$ cat config.mk
export PLATFORM = sky130hd
export DESIGN_NAME = cdf_bucket_search
export DESIGN_NICKNAME = d
export VERILOG_FILES = /design/src/rtl/cdf_bucket_search.sv
export SDC_FILE = /design/constraint.sdc
export NUM_CORES = 1
export LEC_CHECK = 0
export CAP_MARGIN = 40
export CORE_MARGIN = 1.5
export CORE_UTILIZATION = 46
export CTS_BUF_LIST = sky130_fd_sc_hd__clkbuf_8 sky130_fd_sc_hd__clkbuf_16
export DETAILED_ROUTE_END_ITERATION = 10
export PLACE_DENSITY_LB_ADDON = 0.2
export RECOVER_POWER = 100
export SYNTH_ARGS = -nofsm -noshare
export SYNTH_HDL_FRONTEND = slang
export SYNTH_SLANG_ARGS = --single-unit
$ cat constraint.sdc
create_clock -name clk -period 5.3 [get_ports clk]
set_input_delay 1.325 -clock clk [delete_from_list [all_inputs] [get_ports clk]]
set_output_delay 1.325 -clock clk [all_outputs]
set_load 0.01 [all_outputs]
$ cat src/rtl/cdf_bucket_search.sv
// cdf_bucket_search
//   Forward (value -> CDF) map for the Sobol/Gaussian path. A 13-bit
//   sign-magnitude sample is located in the 64-entry magnitude table by a
//   6-step sequential binary search. The result is the bucket-midpoint CDF
//   code whose ICDF lookup gives back the same sample.
// Ports:
//   clk, rst            clock (rising edge), async active-high reset
//   in_valid/in_ready   input handshake (in_ready high only in IDLE)
//   sample[12:0]        bit12 = sign (1 = negative), [11:0] = magnitude
//   out_valid/out_ready output handshake (out_valid high only in DONE)
//   cdf[31:0]           {gt, index, 1'b1, 24'h0}
//   index[5:0]          bucket index (== cdf[30:25])
//   sat                 magnitude above the last table entry (clamped)
module cdf_bucket_search #(
  parameter logic [767:0] MAG_LUT = {
    12'h02a, 12'h024, 12'h021, 12'h01e, 12'h01c, 12'h01b, 12'h01a, 12'h019,
    12'h018, 12'h017, 12'h016, 12'h015, 12'h014, 12'h014, 12'h013, 12'h012,
    12'h012, 12'h011, 12'h010, 12'h010, 12'h00f, 12'h00f, 12'h00e, 12'h00e,
    12'h00d, 12'h00d, 12'h00d, 12'h00c, 12'h00c, 12'h00b, 12'h00b, 12'h00a,
    12'h00a, 12'h00a, 12'h009, 12'h009, 12'h009, 12'h008, 12'h008, 12'h007,
    12'h007, 12'h007, 12'h006, 12'h006, 12'h006, 12'h005, 12'h005, 12'h005,
    12'h004, 12'h004, 12'h004, 12'h003, 12'h003, 12'h003, 12'h002, 12'h002,
    12'h002, 12'h002, 12'h001, 12'h001, 12'h001, 12'h000, 12'h000, 12'h000}
) (
  input  logic        clk,
  input  logic        rst,
  input  logic        in_valid,
  output logic        in_ready,
  input  logic [12:0] sample,
  output logic        out_valid,
  input  logic        out_ready,
  output logic [31:0] cdf,
  output logic [5:0]  index,
  output logic        sat
);

  typedef enum logic [1:0] {IDLE, SEARCH, DONE} state_t;
  state_t state, state_nxt;

  logic [11:0] lut [64];
  for (genvar g = 0; g < 64; g++) begin : g_lut
    assign lut[g] = MAG_LUT[12*g+11 -: 12];
  end

  logic        neg;
  logic [11:0] mag;
  logic [5:0]  j, t, j_nxt, idx_res;
  logic [2:0]  b;

  // Probe index: set the current bit on top of the prefix found so far.
  // Since M[0] = 0, the final j is the largest index with M[j] <= mag.
  assign t       = j | (6'd1 << b);
  assign j_nxt   = (lut[t] <= mag) ? t : j;
  // 63 - j for a 6-bit value is just its complement.
  assign idx_res = neg ? ~j_nxt : j_nxt;

  // State register
  always_ff @(posedge clk or posedge rst) begin
    if (rst) state <= IDLE;
    else     state <= state_nxt;
  end

  // Next-state logic
  always_comb begin
    state_nxt = state;
    case (state)
      IDLE:    if (in_valid)  state_nxt = SEARCH;
      SEARCH:  if (b == 3'd0) state_nxt = DONE;
      DONE:    if (out_ready) state_nxt = IDLE;
      default:                state_nxt = IDLE;
    endcase
  end

  // Handshake outputs decoded from state
  always_comb begin
    in_ready  = (state == IDLE);
    out_valid = (state == DONE);
  end

  // Search datapath and result registers
  always_ff @(posedge clk or posedge rst) begin
    if (rst) begin
      neg   <= 1'b0;
      mag   <= '0;
      j     <= '0;
      b     <= 3'd5;
      cdf   <= '0;
      index <= '0;
      sat   <= 1'b0;
    end else begin
      case (state)
        IDLE: if (in_valid) begin
          neg <= sample[12];
          mag <= sample[11:0];
          j   <= '0;
          b   <= 3'd5;
        end
        SEARCH: begin
          j <= j_nxt;
          b <= b - 3'd1;
          if (b == 3'd0) begin
            index <= idx_res;
            cdf   <= {~neg, idx_res, 1'b1, 24'h000000};
            sat   <= (mag > lut[63]);
          end
        end
        default: ;  // DONE: results held, even after the handshake
      endcase
    end
  end

endmodule

# After elaboration in Yosys (flattened, before gate mapping)
# Memory sizes are Yosys's and may differ from the RTL's.
# Index checks and enable logic that the tools add are counted.
totals:
  reg_bits: 39
  rom_bits: 768
  memories: 1
  wordCells: 42
  input_bits: 17
  output_inout_bits: 41
op_classes:
  addsub: 1
  shifts: 1
  muxes: 12
  n_reduce_logical: 7
  order_cmp: 3
  bitwise_logic: 4
  eq_ne: 5
mem_list:
  columns: ["name", "words", "width", "read_ports", "rd_clocked_by_memory_dff", "write_ports", "line_no", "rtl"]
  rows:
  - ["(name not given)", 64, 12, 1, 0, 0, "53", "assign j_nxt = (lut[t] <= mag) ? t : j;"]
ops:
  columns: ["operator", "count"]
  rows:
  - ["$mux W12", 2]
  - ["$mux W6", 3]
  - ["$gt A12 B6 Y1 const B", 1]
  - ["$le A12 B12 Y1", 1]
  - ["$pmux W6 S2", 1]
  - ["$ge A7 B7 Y1 const B", 1]
  - ["$not A6 Y7", 1]
  - ["$mux W2", 3]
  - ["$not A6 Y6", 1]
  - ["$or A6 B6 Y6", 1]
  - ["$pmux W2 S3", 1]
  - ["$pmux W3 S2", 1]
  - ["$reduce_and A2 Y1", 3]
  - ["$shl A1 B3 Y6 const A", 1]
  - ["$ne A2 B2 Y1 const B", 2]
  - ["$logic_not A3 Y1", 1]
  - ["$mux W3", 1]
  - ["$reduce_and A3 Y1", 1]
  - ["$sub A3 B1 Y3 const B", 1]
  - ["$eq A2 B1 Y1 const B", 1]
  - ["$eq A2 B2 Y1 const B", 1]
  - ["$logic_not A2 Y1", 1]
  - ["$ne A2 B1 Y1 const B", 1]
  - ["$reduce_bool A2 Y1", 1]
  - ["$not A1 Y1", 1]

# Longest topological paths before layout
# Gate-level depths: netlist (run 1).
logic_depth:
  depth_word: 10
  mapped_depth: 18
  ltp_nobuf: 17

# Least setup slack after synthesis (run 1)
# OpenSTA, ideal clock, no wires.
synth_path:
  path_type: "register -> register"
  from: "register b[0]"
  to: "register j[4]"
  setup_time_ns: 0.078
  period_less_slack_ns: 3.783
  required_time_ns: 5.222
  arrival_ns: 3.705
  n_path_buf: 1
  path_stages_with_launch: 18
  path_slack_ns: 1.517
  path_cell_list: "dfstp_2 -> inv_1 -> ha_1 -> and2b_2 -> or2_2 -> inv_1 -> ha_1 -> inv_1 -> mux4_2 -> a211o_1 -> o311ai_1 -> ha_1 -> nor2b_1 -> o21bai_1 -> a31oi_1 -> or2_2 -> clkbuf_1 -> a21oi_1"
synth_via:
  elab_chain_len: 9
synth_lines:
  columns: ["element", "line_no", "rtl"]
  rows:
  - ["start: declaration", "48", "logic [2:0] b;"]
  - ["start signal: assignment", "100", "b <= b - 3'd1;"]
  - ["$shl A1 B3 Y6 *", "52", "assign t = j | (6'd1 << b);"]
  - ["$or A6 B6 Y6 *", "52", null]
  - ["$not A6 Y7 (not written as such)", "53", null]
  - ["$mem_v2 Z64 W12", null, null]
  - ["$mux W12 (not written as such) (2 in a row)", "53", null]
  - ["$le A12 B12 Y1", "53", null]
  - ["$mux W6 *", "53", null]
  - ["$pmux W6 S2 *", "91", "case (state)"]
  - ["end signal: assignment", "99", "j <= j_nxt;"]
  - ["end: declaration", "47", "logic [5:0] j, t, j_nxt, idx_res;"]
# Mark *: on every way between the ends. The rest lies on a longest branch, timed or not. The select of a mux whose other input is x is not followed.
# A chain may end at the register's enable or synchronous reset.

# Worst setup path after layout (run 1)
layout_path:
  from: "register b[0]"
  to: "register index[0]"
layout_via:
  elab_chain_len: 10
  word_cells_on_any_way: 12
  classes_between: "1 x order compare; 1 x shift; 4 x mux; 3 x bitwise; 2 x reduce/logical; 1 x memory"
layout_lines:
  columns: ["element", "line_no", "rtl"]
  rows:
  - ["$shl A1 B3 Y6", "52", null]
  - ["$or A6 B6 Y6", "52", null]
  - ["$not A6 Y7 (not written as such)", "53", null]
  - ["$mem_v2 Z64 W12", null, null]
  - ["$mux W12 (not written as such) (2 in a row)", "53", null]
  - ["$le A12 B12 Y1", "53", null]
  - ["$mux W6", "53", null]
  - ["$not A6 Y6", "55", "assign idx_res = neg ? ~j_nxt : j_nxt;"]
  - ["$mux W6", "55", null]
  - ["end signal: assignment", "102", "index <= idx_res;"]
  - ["end: declaration", "33", "output logic [5:0] index,"]
# Several ways; a longest one is shown, not always the timed one. The select of a mux whose other input is x is not followed.

==> results.yml, run 1 <==
sta:
  max_freq_mhz: 231
  drv_slew: 34
  fin_ws_ns: 0.975
  min_period_ns: 4.33
  rsz0062_at_grt: "false"
  tns_ns: 0
  max_slew.worst_pin.slew_ns: 1.72
  fin_skew_ns: 0.00897
  post-route-period-util_pct: 81.6
  finalSetupViolations: 0
  finalHoldViolations: 0
  slew_headroom_pct: -14.7
floorplanning:
  rows: 26
  io_pins: 58
  die-area_um2: 5740
  coreArea_um2: 5110
  initial_utilization_pct: 47.7
  fp.dieW_um: 75.8
  die_h_um: 75.8
route:
  wl_um: 4990
  drc: 0
  vias: 1868
  wl_per_cell_um: 14.1
  first_pass_iters: 4
  drt_iter0_markers: 204
  drt-vias-per-instance: 5.29
  ant_nets: 0
pwr:
  p_leak_nw: 1.24
  ir_drop_mv: 0.268
  total_power_mw: 1.71
  power.density_nw_per_um2: 623
clock_tree:
  cts_buffers: 5
  cts_sinks: 33
  cts_tree: "done"
  hold_buffers: 0
  htree_levels: 2
  cts_max_path_buffers: 2
  clockRootBuffer: "clkbuf_8"
  postCtsSetupBuffers: 0
  cts.clk_slew.worst_paths_ns: 0.07
  cts_resized: 0
  clock_latency_ns: 0.28
worst_setup_path:
  critPathKind: "flip-flop to flip-flop"
  cp-start-kind: "flip-flop"
  arrival_ns: 4.50
  cp_max_fo: 6
  cp-end-kind: "flip-flop"
  critPathRequiredTime_ns: 5.47
synth:
  syn_area_um2: 2440
  synthCells: 260
  synth-seq-area-share_pct: 34.0
  synth_flop_cell: "dfrtp_1"
  ys_seq_elements: 33
  async_reset_ff_share_pct: 100
  avgSynthCellArea_um2: 9.37
  ys_types: 52
  synth_edf_count: 0
  ys_warn_count: 0
placement:
  hpwl_um: 3810
  place.gp.congestion: 0.913
  io_buffers: 33
  pre_cts_ws_ns: 1.15
run:
  maxCapViolations: 1
layout:
  seq_area_um2: 828
  multiInputGateArea_um2: 1340
  antenna_cells: 0
  fin_nets: 316
  drive_gt1_share_pct: 13.4
  syn_to_final_growth_pct: 12.7
  n_fill_cell: 481
global_routing:
  grtUsageTotal_pct: 19.5
  antenna_found_initial: 0
  first_global_vias: 1754
  overflow: 0
  grt_pass1_wl_um: 8480
  grt_max_degree: 34
hold_path:
  hp-class: "flip-flop to flip-flop"
run_status:
  violations: "capacitance limit, slew limit"
  status: "complete, but fails checks"
[report_power, final]
part	switching, mW	total [mW]	internal (mW)	leakage (nW)
logic	0.552	1.03	0.476	0.799
clock network	0.0936	0.184	0.0905	0.0439
registers	0.122	0.499	0.377	0.395
[cell usage after synthesis, types with 4 or more instances]
cell	count	area [um^2]
mux2i_1	4	40.0
dfrtp_1	31	776
nand2b_1	4	25.0
or2_2	4	25.0
ha_1	17	213
nand2_1	16	60.1
nor3_1	9	45.0
inv_1	14	52.6
buf_4	30	225
a211oi_1	4	30.0
clkbuf_1	9	33.8
mux2_2	15	169
a311oi_1	4	35.0
a21oi_1	16	80.1
o21ai_0	9	45.0
nor2_1	5	18.8
nand3_1	10	50.1
[worst paths after layout]
kind                       slack, ns    start  depth (start not counted)  endpoint
hold reg to reg                 0.46  cdf[24]                          1   cdf[24]
setup / recovery                0.97     b[0]                         16  index[0]
hold / removal                  0.46  cdf[24]                          1   cdf[24]
min in group asynchronous       2.09      rst                          3      j[4]
setup reg to reg                0.97     b[0]                         16  index[0]
max in group asynchronous       2.22      rst                          3       sat
[layout make-up]
cell class              count  share of cell area, %
multi-input cells         192                   48.9
flip-flops and latches     33                   30.2
repair buffers             35                   12.4
well taps                  70                   3.19
clock buffers               5                   2.51
inverters                  15                   2.14
clock inverters             3                  0.638
[cells in the final DEF, fill, tap and decap left out, types with 10 or more instances in the layout]
cell type	instances
inv_1	14
a21oi_1	16
ha_1	17
dlygate4sd3_1	19
dfrtp_1	31
mux2_2	15
nand2_1	16
clkdlybuf4s50_1	14
nand3_1	10
conb_1	24
[critical path: stages (launching register included)]
cell and delay (ns):
dfstp_1 0.59, inv_1 0.10, ha_1 0.23, and2b_1 0.20
or2_2 0.32, inv_1 0.15, ha_1 0.23, inv_1 0.09
mux4_2 0.46, a211o_1 0.30, o311ai_0 0.11, ha_1 0.30
nand2_1 0.08, o211ai_1 0.20, a311oi_1 0.50, nor3_1 0.08
a221o_1 0.28
[cell families (layout without fill, tap and decap cells)]
family	after synthesis	in the layout	share of synthesized area, %
adders and majority gates	17	17	8.73
xor gates and xnor gates	3	3	1.08
muxes	20	20	9.50
buffers and inverters	58	58	14.1
other	1	24	0.154
DFF	33	33	34.0
AOI/OAI and AO/OA	64	64	18.0
and+or+nand+nor	64	64	14.5
[registers in the layout, summed over array words and instances, names as in the netlist]
name   count
b          3
cdf        3
index      5
j          6
mag       12
neg        1
sat        1
state      2
[metrics by stage]
step / hold WS, ns / utilization (%) / area, um^2 / instances
finish: 0.463 / 53.8 / 2750 / 353
global route: 0.507 / 53.8 / 2750 / 353
CTS: 0.473 / 54.0 / 2760 / 353
detailed placement: 0.452 / 52.3 / 2670 / 345
global placement: 0.453 / 52.3 / 2670 / 345
floorplan: 0.458 / - / 2520 / 283
[routing by layer]
metal | up-vias | GRT usage [%] | part of all wire (%)
met2 | 74 | 30.0 | 47
met5 | - | 0 | 0
met4 | 0 | 5.16 | 1.1
li1 | 920 | - | -
met3 | 8 | 4.89 | 5.2
met1 | 866 | 27.4 | 47
(Power assumes the default switching activity.)
==> run 2, diff against run 1 <==
--- a/config.mk
+++ b/config.mk
@@ -7,7 +7,7 @@
 export LEC_CHECK = 0
 export CAP_MARGIN = 40
 export CORE_MARGIN = 1.5
-export CORE_UTILIZATION = 46
+export CORE_UTILIZATION = 45
 export CTS_BUF_LIST = sky130_fd_sc_hd__clkbuf_8 sky130_fd_sc_hd__clkbuf_16
 export DETAILED_ROUTE_END_ITERATION = 10
 export PLACE_DENSITY_LB_ADDON = 0.2
==> constraint.sdc (replaced) <==
create_clock -name clk -period 3.8 [get_ports clk]
set_input_delay 0.95 -clock clk [delete_from_list [all_inputs] [get_ports clk]]
set_output_delay 0.95 -clock clk [all_outputs]
set_load 0.01 [all_outputs]
==> results.yml, run 2 (synthesized netlist as in run 1, its figures left out) <==
run_status:
  status: "complete, but fails checks"
  violations: "capacitance limit, slew limit"
layout:
  reg_top3: "mag x12, j x6, index x5"
  antenna_cells: 0
  syn_to_final_growth_pct: 25.7
  post-route-util_pct: 59.2
  largest_reg_flops: 12
  drive_gt1_share_pct: 27.5
  fin_nets: 339
  final_cell_mix: "31 x dfrtp_1, 31 x clkdlybuf4s50_1, 24 x conb_1, 23 x buf_4, 16 x nand2_1"
  top_register: "mag"
pwr:
  total_power_mw: 2.80
  p_sw_mw: 1.21
  p_leak_nw: 1.35
  power.density_nw_per_um2: 912
  power_frac_clock_pct: 8.8
  combPwrFrac_pct: 66.4
  internal_power_mw: 1.58
  ir_drop_mv: 0.469
  seqPwrFrac_pct: 24.8
  switching_share_pct: 43.3
global_routing:
  grt_pass1_wl_um: 8690
  overflow: 0
  first_global_vias: 1829
  grtUsageTotal_pct: 18.6
  antenna_found_initial: 0
  grt_max_degree: 34
sta:
  min_period_ns: 3.75
  max_freq_mhz: 266
  max_slew.worst_pin.slew_ns: 1.75
  tns_ns: 0
  fin_skew_ns: 0.0110
  drv_slew: 34
  hold_ws_ns: 0.467
  slew_headroom_pct: -17.0
  finalSetupViolations: 0
  post-route-period-util_pct: 98.8
  rsz0062_at_grt: "true"
  finalHoldViolations: 0
route:
  first_pass_iters: 4
  drt-vias-per-instance: 5.27
  wl_um: 5400
  drc: 0
  drt_iter0_markers: 145
  wl_per_cell_um: 14.4
  vias: 1983
  ant_nets: 0
run:
  maxCapViolations: 1
worst_setup_path:
  endpoint: "index[2]"
  cp-end-kind: "flip-flop"
  startpoint: "b[0]"
  cp-start-kind: "flip-flop"
  cp.depth: 17
  critPathRequiredTime_ns: 3.96
  reg2reg_to: "index[2]"
  cp_top_family: "compound AO/OA/AOI/OAI gates"
  cp_max_fo: 6
  r2r_cells: 17
  crit_buf_inv: 4
  arrival_ns: 3.91
  path_cells: "inv_2 -> ha_4 -> and2b_2 -> or2_4 -> inv_4 -> ha_4 -> inv_2 -> mux4_2 -> a211o_1 -> o311ai_2 -> ha_1 -> nand2_1 -> o211ai_1 -> buf_4 -> a311oi_2 -> mux2i_1 -> nand3_1"
  critPathKind: "flip-flop to flip-flop"
  slowest_delay_ns: 0.53
  reg2reg_slack_ns: 0.05
  timing.rr.start: "b[0]"
  slowest_stage: "dfstp_2"
placement:
  place.gp.congestion: 0.927
  hpwl_um: 3940
  io_buffers: 33
clock_tree:
  htree_levels: 2
  hold_buffers: 0
  cts_max_path_buffers: 2
  clockRootBuffer: "clkbuf_8"
  clock_latency_ns: 0.29
  cts_buffers: 5
  cts.clk_slew.worst_paths_ns: 0.07
  cts_sinks: 33
  cts_tree: "done"
floorplanning:
  coreArea_um2: 5170
  io_pins: 58
  die_h_um: 76.6
  initial_utilization_pct: 47.1
  die-area_um2: 5870
  rows: 26
  fp.dieW_um: 76.6
hold_path:
  hp-class: "flip-flop to flip-flop"
## run 2: worst register-to-register path, delay by kind of cell, from the launching register on
| family | cells | cell delay [ns] |
|---|---|---|
| AOI/OAI and AO/OA | 4 | 0.84 |
| muxes | 2 | 0.65 |
| and+or+nand+nor | 4 | 0.64 |
| adders and majority gates | 3 | 0.56 |
| DFF | 1 | 0.53 |
| buffers and inverters | 4 | 0.40 |
## run 2: repair_timing
item,CTS,global route
setup endpoints to repair,4,11
setup buffers,0,7
pin swaps,5,16
gates resized for setup,1,30
## run 2: worst min-delay path by stage
stage,from,to,cells after the start
finish,cdf[24],cdf[24],1
global route,cdf[24],cdf[24],1
CTS,cdf[24],cdf[24],1
detailed placement,cdf[24],cdf[24],1
global placement,cdf[24],cdf[24],1
floorplan,state[0],b[2],1
## run 2: metal layers
layer / up-vias / routed length, um / GRT usage, %
met4: 0 / 48 / 3.70
met1: 939 / 2330 / 24.3
met3: 7 / 281 / 5.39
met5: - / 0 / 0
met2: 73 / 2740 / 30.6
li1: 964 / - / -
## run 2: power groups by stage
stage                     clock network [mW]  registers (mW)  logic (mW)
after floorplan                            0           0.652        1.14
after CTS                              0.251           0.686        1.63
after global routing                   0.275           0.724        2.02
after global placement                     0           0.688        1.59
final                                  0.246           0.693        1.86
after detailed placement                   0           0.693        1.62
## run 2: layout make-up
cell class                 instances  area, um^2
fill                             447        2110
multi-input combinational        192        1480
sequential                        33         828
timing repair buffer              58         527
tap                               70        87.6
clock buffer                       5        68.8
inverter                          15        63.8
clock inverter                     3        12.5
## run 2: per-stage QoR
step,worst slack (ns),instance area (um^2),std cells
after floorplan,0.0169,2520,283
final,0.0451,3060,376
after detailed placement,-0.0208,2790,361
after global routing,-0.109,3060,376
after global placement,0.0397,2790,361
after CTS,0.0405,2880,369
